`config.mk`:
```
export PLATFORM = sky130hd
export DESIGN_NAME = ssd_scroll_ctrl
export DESIGN_NICKNAME = d
export VERILOG_FILES = /design/src/rtl/ssd_scroll_ctrl.sv
export SDC_FILE = /design/constraint.sdc
export NUM_CORES = 1
export LEC_CHECK = 0
export CAP_MARGIN = 20
export CORE_UTILIZATION = 40
export DETAILED_ROUTE_END_ITERATION = 16
export GPL_TIMING_DRIVEN = 0
export PLACE_DENSITY = 0.7
export SYNTH_ARGS = -nofsm -noshare
export SYNTH_HDL_FRONTEND = slang
export SYNTH_SLANG_ARGS = --single-unit
export TNS_END_PERCENT = 5
```
`constraint.sdc`:
```
create_clock -name clk -period 5.35 [get_ports clk]
set_clock_uncertainty 0.2 [all_clocks]
set_input_delay 1.07 -clock clk [delete_from_list [all_inputs] [get_ports clk]]
set_output_delay 1.07 -clock clk [all_outputs]
set_load 0.1 [all_outputs]
```
`src/rtl/ssd_scroll_ctrl.sv`:
```
// ssd_scroll_ctrl: sequences the 16-bit display word for the 4-digit seven-segment
// datapath. A hex message of up to MSG_NIB nibbles is accepted over valid/ready;
// messages of 4 nibbles or fewer are shown statically, longer ones are scrolled
// one nibble per programmable period, either looping or holding on the last window.
module ssd_scroll_ctrl #(
   parameter int MSG_NIB = 8,
   parameter int TICK_W  = 24,
   localparam int LEN_W  = $clog2(MSG_NIB + 1),
   localparam int POS_W  = $clog2(MSG_NIB)
) (
   input  logic                   clk,
   input  logic                   rst,
   input  logic                   msg_valid,
   output logic                   msg_ready,
   input  logic [4*MSG_NIB-1:0]   msg_data,
   input  logic [LEN_W-1:0]       msg_len,
   input  logic                   msg_loop,
   input  logic [TICK_W-1:0]      scroll_period,
   input  logic                   enable,
   output logic [15:0]            data_out,
   output logic                   busy,
   output logic                   done,
   output logic [POS_W-1:0]       pos
);

   localparam logic [1:0] IDLE   = 2'd0;
   localparam logic [1:0] STATIC = 2'd1;
   localparam logic [1:0] SCROLL = 2'd2;
   localparam logic [1:0] HOLD   = 2'd3;

   localparam logic [POS_W-1:0] POS_ONE = POS_W'(1);

   logic [1:0]             state;
   logic [4*MSG_NIB-1:0]   data_r;
   logic [LEN_W-1:0]       len_r;
   logic                   loop_r;
   logic [TICK_W-1:0]      per_m1;
   logic [TICK_W-1:0]      counter;
   logic [LEN_W-1:0]       len_eff;
   logic [POS_W-1:0]       last_pos;
   logic                   accept;

   // Window at offset p of a message of len nibbles: digit k shows nibble len-4-p+k,
   // so offset 0 shows the leftmost (most significant) four nibbles.
   function automatic logic [15:0] scroll_win(input logic [4*MSG_NIB-1:0] d,
                                              input int len, input int p);
      logic [15:0] w;
      w = '0;
      for (int k = 0; k < 4; k++) begin
         w[4*k +: 4] = d[4*(len - 4 - p + k) +: 4];
      end
      return w;
   endfunction

   // Short messages are shown right-aligned; nibbles beyond the length are blanked to 0.
   function automatic logic [15:0] static_win(input logic [4*MSG_NIB-1:0] d,
                                              input int len);
      logic [15:0] w;
      w = '0;
      for (int k = 0; k < 4; k++) begin
         if (k < len) begin
            w[4*k +: 4] = d[4*k +: 4];
         end
      end
      return w;
   endfunction

   // Normalise the offered length: 0 counts as one nibble, oversize clamps to MSG_NIB.
   always_comb begin
      len_eff = msg_len;
      if (msg_len == '0) begin
         len_eff = LEN_W'(1);
      end else if (msg_len > LEN_W'(MSG_NIB)) begin
         len_eff = LEN_W'(MSG_NIB);
      end
   end

   assign accept    = msg_valid & msg_ready;
   assign msg_ready = (state != SCROLL);
   assign busy      = (state == SCROLL);
   assign last_pos  = POS_W'(len_r - LEN_W'(4));

   // Message capture, scroll stepping and display word update.
   always_ff @(posedge clk or posedge rst) begin
      if (rst) begin
         state    <= IDLE;
         data_out <= '0;
         pos      <= '0;
         done     <= 1'b0;
         counter  <= '0;
         data_r   <= '0;
         len_r    <= LEN_W'(1);
         loop_r   <= 1'b0;
         per_m1   <= '0;
      end else begin
         done <= 1'b0;
         if (accept) begin
            data_r  <= msg_data;
            len_r   <= len_eff;
            loop_r  <= msg_loop;
            // Store period-1 so the terminal count compare needs no subtractor;
            // a zero period behaves as one step per cycle.
            per_m1  <= (scroll_period == '0) ? '0 : scroll_period - TICK_W'(1);
            pos     <= '0;
            counter <= '0;
            if (len_eff <= LEN_W'(4)) begin
               state    <= STATIC;
               data_out <= static_win(msg_data, int'(len_eff));
            end else begin
               state    <= SCROLL;
               data_out <= scroll_win(msg_data, int'(len_eff), 0);
            end
         end else if (state == SCROLL && enable) begin
            if (counter == per_m1) begin
               counter <= '0;
               if (pos < last_pos) begin
                  pos      <= pos + POS_ONE;
                  data_out <= scroll_win(data_r, int'(len_r), int'(pos) + 1);
                  done     <= ((pos + POS_ONE) == last_pos);
               end else if (loop_r) begin
                  pos      <= '0;
                  data_out <= scroll_win(data_r, int'(len_r), 0);
               end else begin
                  // Last window already shown for a full period: park on it.
                  state <= HOLD;
               end
            end else begin
               counter <= counter + TICK_W'(1);
            end
         end
      end
   end

endmodule
```
======== Word level (Yosys, flattened, before mapping) ========
Cells that the tools add are included.
word-level totals
  input port bits ......................... 65
  output and inout port bits .............. 22
  word-level logic and storage cells ...... 91
  register bits after elaboration ......... 107
cells by class
  shifts and indexed selects .............. 12
  bitwise operators ....................... 1
  mux-type cells .......................... 31
  order comparisons ....................... 7
  reduce and logical (&&, ||, !) cells .... 8
  eq/ne operators ......................... 6
  add/subtract/negate cells ............... 17
operators by type and width
  kind                                                                               number
  32-bit by 32-bit indexed part select with 4-bit output                             8
  16-bit two-way mux                                                                 6
  24-bit two-way mux                                                                 4
  32-bit by 7-bit indexed part select with 4-bit output                              2
  32-bit by 8-bit indexed part select with 4-bit output                              2
  30-bit by 3-bit adder with 30-bit output (second input constant)                   2
  30-bit by 2-bit adder with 30-bit output (second input constant)                   1
  24-bit by 1-bit adder with 24-bit output (second input constant)                   1
  5-bit by 3-bit adder with 6-bit output (second input constant)                     4
  24-bit equality test                                                               1
  24-bit logical NOT                                                                 1
  4-bit two-way mux                                                                  6
  24-bit by 1-bit subtractor with 24-bit output (second input constant)              1
  3-bit two-way mux                                                                  5
  5-bit by 2-bit adder with 6-bit output (second input constant)                     2
  2-bit two-way mux                                                                  6
  4-bit by 3-bit subtractor with 5-bit output (second input constant)                2
  1-bit by 4-bit < comparator with 1-bit output (first input constant)               2
  2-bit by 4-bit < comparator with 1-bit output (first input constant)               2
  5-bit by 5-bit subtractor with 6-bit output                                        1
  3-bit by 1-bit adder with 4-bit output (second input constant)                     1
  4-bit > comparator (second input constant)                                         1
  4-bit by 3-bit less-or-equal comparator with 1-bit output (second input constant)  1
  4-bit logical NOT                                                                  1
  14 further kinds                                                                   19

======== Longest topological paths before layout ========
  depth in word-level cells ............... 8
  gate-level depth with buffers ........... 14
  depth with buffers taken out ............ 11

======== Worst setup path before layout ========
Ideal clock, no wire load.
  kind .................................... reg-to-reg
  start ................................... register pos[0]
  end ..................................... register data_out[8]
  data required time ...................... 5062 ps
  slack ................................... 1266 ps
  data arrival time ....................... 3796 ps
  period minus slack after synthesis ...... 4084 ps
  cell stages (with the launch flop) ...... 14
  setup time .............................. 88 ps
  buffers on the path ..................... 2
  cell sequence ........................... dfrtp_1 > inv_1 > ha_1 > fa_1 > xor2_1 > inv_1 > ha_1 > or3_1 > buf_2 > and2_1 > buf_6 > a221oi_1 > o22ai_1 > a41oi_1
between the ends
  longest elaborated chain between the ends .. 8
  elaborated cells on any way between the ends .. 11
  those cells by class .................... 3 x add/sub; 1 x order compare; 1 x shift; 4 x mux; 2 x reduce/logical
ends and longest elaborated chain
  element                                                 RTL line  source
  start: declaration                                      23        output logic [POS_W-1:0] pos
  start signal: assignment                                117       pos <= pos + POS_ONE;
  3-bit by 1-bit adder with 4-bit output                  118       data_out <= scroll_win(data_r, int'(len_r), int'(pos) + 1);
  5-bit by 5-bit subtractor with 6-bit output             50        w[4*k +: 4] = d[4*(len - 4 - p + k) +: 4];
  30-bit by 3-bit adder with 30-bit output                50
  32-bit by 32-bit indexed part select with 4-bit output  50
  16-bit two-way mux                                      116       if (pos < last_pos) begin
  16-bit two-way mux                                      114       if (counter == per_m1) begin
  16-bit two-way mux                                      113       end else if (state == SCROLL && enable) begin
  16-bit two-way mux                                      97        if (accept) begin
  end signal: assignment                                  111       data_out <= scroll_win(msg_data, int'(len_eff), 0);
  end signal: assignment                                  118
  end signal: assignment                                  122       data_out <= scroll_win(data_r, int'(len_r), 0);
  end: declaration                                        20        output logic [15:0] data_out,
Parallel ways exist; a longest one is shown, timed or not. The select of a mux whose other input is x is not followed.
A chain may end at the register's enable or synchronous reset.

======== Worst setup path in the final report ========
  start ................................... register len_r[0]
  end ..................................... register data_out[11]
between the ends
  longest elaborated chain between the ends .. 8
  elaborated cells on any way between the ends .. 15
  those cells by class .................... 5 x add/sub; 1 x order compare; 2 x shift; 5 x mux; 2 x reduce/logical
ends and longest elaborated chain
  element                                                                                                             RTL line  source
  start: declaration                                                                                                  35        logic [LEN_W-1:0] len_r;
  start signal: assignment                                                                                            99        len_r <= len_eff;
  4-bit by 3-bit subtractor with 5-bit output                                                                         50
  5-bit by 5-bit subtractor with 6-bit output or 5-bit by 3-bit adder with 6-bit output (tied branches)               50
  30-bit by 3-bit adder with 30-bit output or 32-bit by 32-bit indexed part select with 4-bit output (tied branches)  50
  32-bit by 32-bit indexed part select with 4-bit output or 16-bit two-way mux (tied branches)                        50, 120
  16-bit two-way mux                                                                                                  116
  16-bit two-way mux                                                                                                  114
  16-bit two-way mux                                                                                                  113
  16-bit two-way mux                                                                                                  97
Parallel ways exist; a longest one is shown, timed or not. The select of a mux whose other input is x is not followed.

==> results.md <==
- Yosys Warn Count: 0
- WL met1: 13300 um
- Core region area: 21000 um^2
- Top post-synthesis cells by area: dfrtp_1, nand2_1, xor2_1
- RSZ-0062 raised after global routing: no
- Status: finished clean
- Clock transition at the registers of the reported paths: 80 ps
- Hold_sp: loop_r
- Reg-to-Reg Start: len_r[0]
- Top-area cell type share of the netlist area: 30.8%
- Worst VDD drop: 0.000510 V
- Max-cap violations: 0
- Die ar.: 22100 um^2
- Ports: 87
- Synth Area per Inst: 8.59 um^2
- Crit path cell chain: clkinv_1 -> clkbuf_1 -> ha_1 -> fa_1 -> xor2_1 -> inv_1 -> ha_1 -> or3_1 -> buf_2 -> and2_1 -> buf_6 -> a221oi_1 -> o22ai_1 -> a31oi_1
- Hold Slack: 300 ps
- Via density: 6.18
- Total wire length: 29400 um
- Main synth FF type: dfrtp_1
- Row cnt: 53
- CP max stage cell: dfstp_2
- Final hold violation count: 0
- Clock latency on the worst-skew pair: 360 ps
- Pin count of the biggest net entering global routing: 74
- Clock buffer depth: 2
- DP Wirelength: 22200 um
- Ant diodes: 0
- Critical Path AT: 4950 ps
- Design Area, Final: 10100 um^2
- Most frequent cells after synthesis: nand2_1, dfrtp_1, o21ai_0
- Layout area overhead: 17.9%
- Worst setup EP type: flip-flop
- Die width: 149 um
- Drt pass-1 iters: 8
- Post-Syn Area: 8600 um^2
- Initial drt markers: 677
- Clock sink count: 107
- Worst-Margin Slew: 1010 ps
- Number of global-route vias before repair: 8004
- Drt wl/cell: 21.3 um
- Vias: 8516
- Final-report setup violation count: 0
- Chip height: 149 um
- Data required, critical path: 5430 ps
- Leakage: 4.17 nW
- Initial antenna violation count: 0
- Met3 wire length: 2320 um
- Final min period: 4870 ps
- H-tree levels: 3
- Max Used Layer: met5
- CP max FO: 11
- Syn_nets: 1093
- Setup crit start: len_r[0]
- Overall Global Routing Usage: 27.2%
- Worst hold path type: flip-flop to flip-flop
- DR DRC count: 0
- Number of synthesized flops with an enable pin: 0
- Count leader, synth: nand2_1
- Setup crit start kind: flip-flop
- Met2 routed WL: 12600 um
- Final Net Count: 1190
- ANT nets after route: 0
- CP max stage delay: 610 ps
- Fillers: 2026
- First-pass GRT wire length: 46000 um
- Pwr/cell area: 622 nW/um^2
- Peak Freq: 205 MHz
- # Post-CTS Setup Buffers: 0
- Tcrit/Tclk final: 91.0%
- Clock root buffer: clkbuf_16
- IO buf count: 85
- Placed cell areas: 9830 um^2
- Ys async rst share: 100%
- Number of synthesized register bits: 107
- Initial Utilization: 40.9%
- Post_cts resized: 0
- Gr ovfl total: 0
- Post-synth cell types: 78
- WS Path Type: flip-flop to flip-flop
- Seq/Total Area, Yosys: 31.1%
- Slew Limit Headroom: 32.2%
- Num CTS Buffers: 9
- Share of post-route cells with drive strength above 1: 7.43%
- Cells after synthesis: 1001
- CTS tree: yes
- Hold Buf Count CTS: 0
- CP dominant cell by count: ha_1
- Synth area leader: dfrtp_1
- Global placer's final weighted congestion: 0.979
- Slew Viols, Final: 0
[worst paths after layout]
kind	end	slack [ps]	depth (start not counted)
worst max-delay path	data_out[11]	480	14
worst min-delay path	loop_r	300	2
worst max register to register	data_out[11]	480	14
worst min register to register	loop_r	300	2
max in group asynchronous	len_r[0]	3300	3
min in group asynchronous	done	890	2
[where the power goes]
group | switching (mW) | internal [mW]
logic | 2.65 | 1.48
clock network | 0.348 | 0.349
registers | 0.381 | 1.10
[stage by stage]
| step | power (mW) | instances | util, % | setup TNS, ps | setup slack [ps] |
|---|---|---|---|---|---|
| 5_1_grt | 6.66 | 1378 | 48.3 | 0 | 301 |
| 3_5_place_dp | 5.49 | 1362 | 46.7 | 0 | 489 |
| 3_3_place_gp | 5.48 | 1361 | 46.6 | -51430 | -498 |
| 4_1_cts | 6.22 | 1378 | 48.3 | 0 | 610 |
| 2_1_floorplan | 4.28 | 1001 | - | 0 | 1260 |
| 6_report | 6.31 | 1378 | 48.3 | 0 | 483 |
[area by class of cell]
type,count,area [um^2],share of cell area [%]
sequential,107,2680,26.4
clock buffer,10,239,2.36
buffer,64,292,2.87
tap,275,344,3.39
inverter,45,174,1.71
timing repair buffer,86,878,8.66
multi-input combinational,785,5460,53.8
clock inverter,6,77.6,0.765
[critical path, delay by kind of cell (launching register included)]
kind	cells	cell delay (ps)
and+or+nand+nor	2	530
AOI/OAI and AO/OA	3	840
xor gates and xnor gates	1	320
buffers and inverters	5	1220
adders and majority gates	3	1080
DFF	1	610
[routing by layer]
| layer | track usage (%) | vias up |
|---|---|---|
| met3 | 4.20 | 87 |
| met2 | 40.2 | 443 |
| met5 | 1.82 | - |
| met1 | 39.6 | 4086 |
| met4 | 10.2 | 2 |
| li1 | - | 3898 |
[cell families after synthesis]
group	share of synthesized area (%)
multiplexers	8.87
adder cells (fa/ha/maj)	4.01
AND/OR/NAND/NOR	19.8
buffers and inverters	5.38
flip-flops	31.1
AO/OA/AOI/OAI	22.8
XOR/XNOR	8.01
[sequential cells by signal (all words and copies together) (netlist names)]
| register | cells |
|---|---|
| counter | 24 |
| state | 2 |
| len_r | 4 |
| loop_r | 1 |
| done | 1 |
| per_m1 | 24 |
| data_r | 32 |
| pos | 3 |
| data_out | 16 |
[cells in the final DEF, fill, tap and decap left out, drive strengths merged, types with 26 or more instances in the layout]
cell type,count
a21oi,42
nor2,46
inv,45
buf,29
clkbuf,46
xor2,48
mux2i,29
dfrtp,106
clkdlybuf4s50,85
a32oi,36
nand2,181
ha,26
o21ai,78
Power figures use the tool's default switching activity.
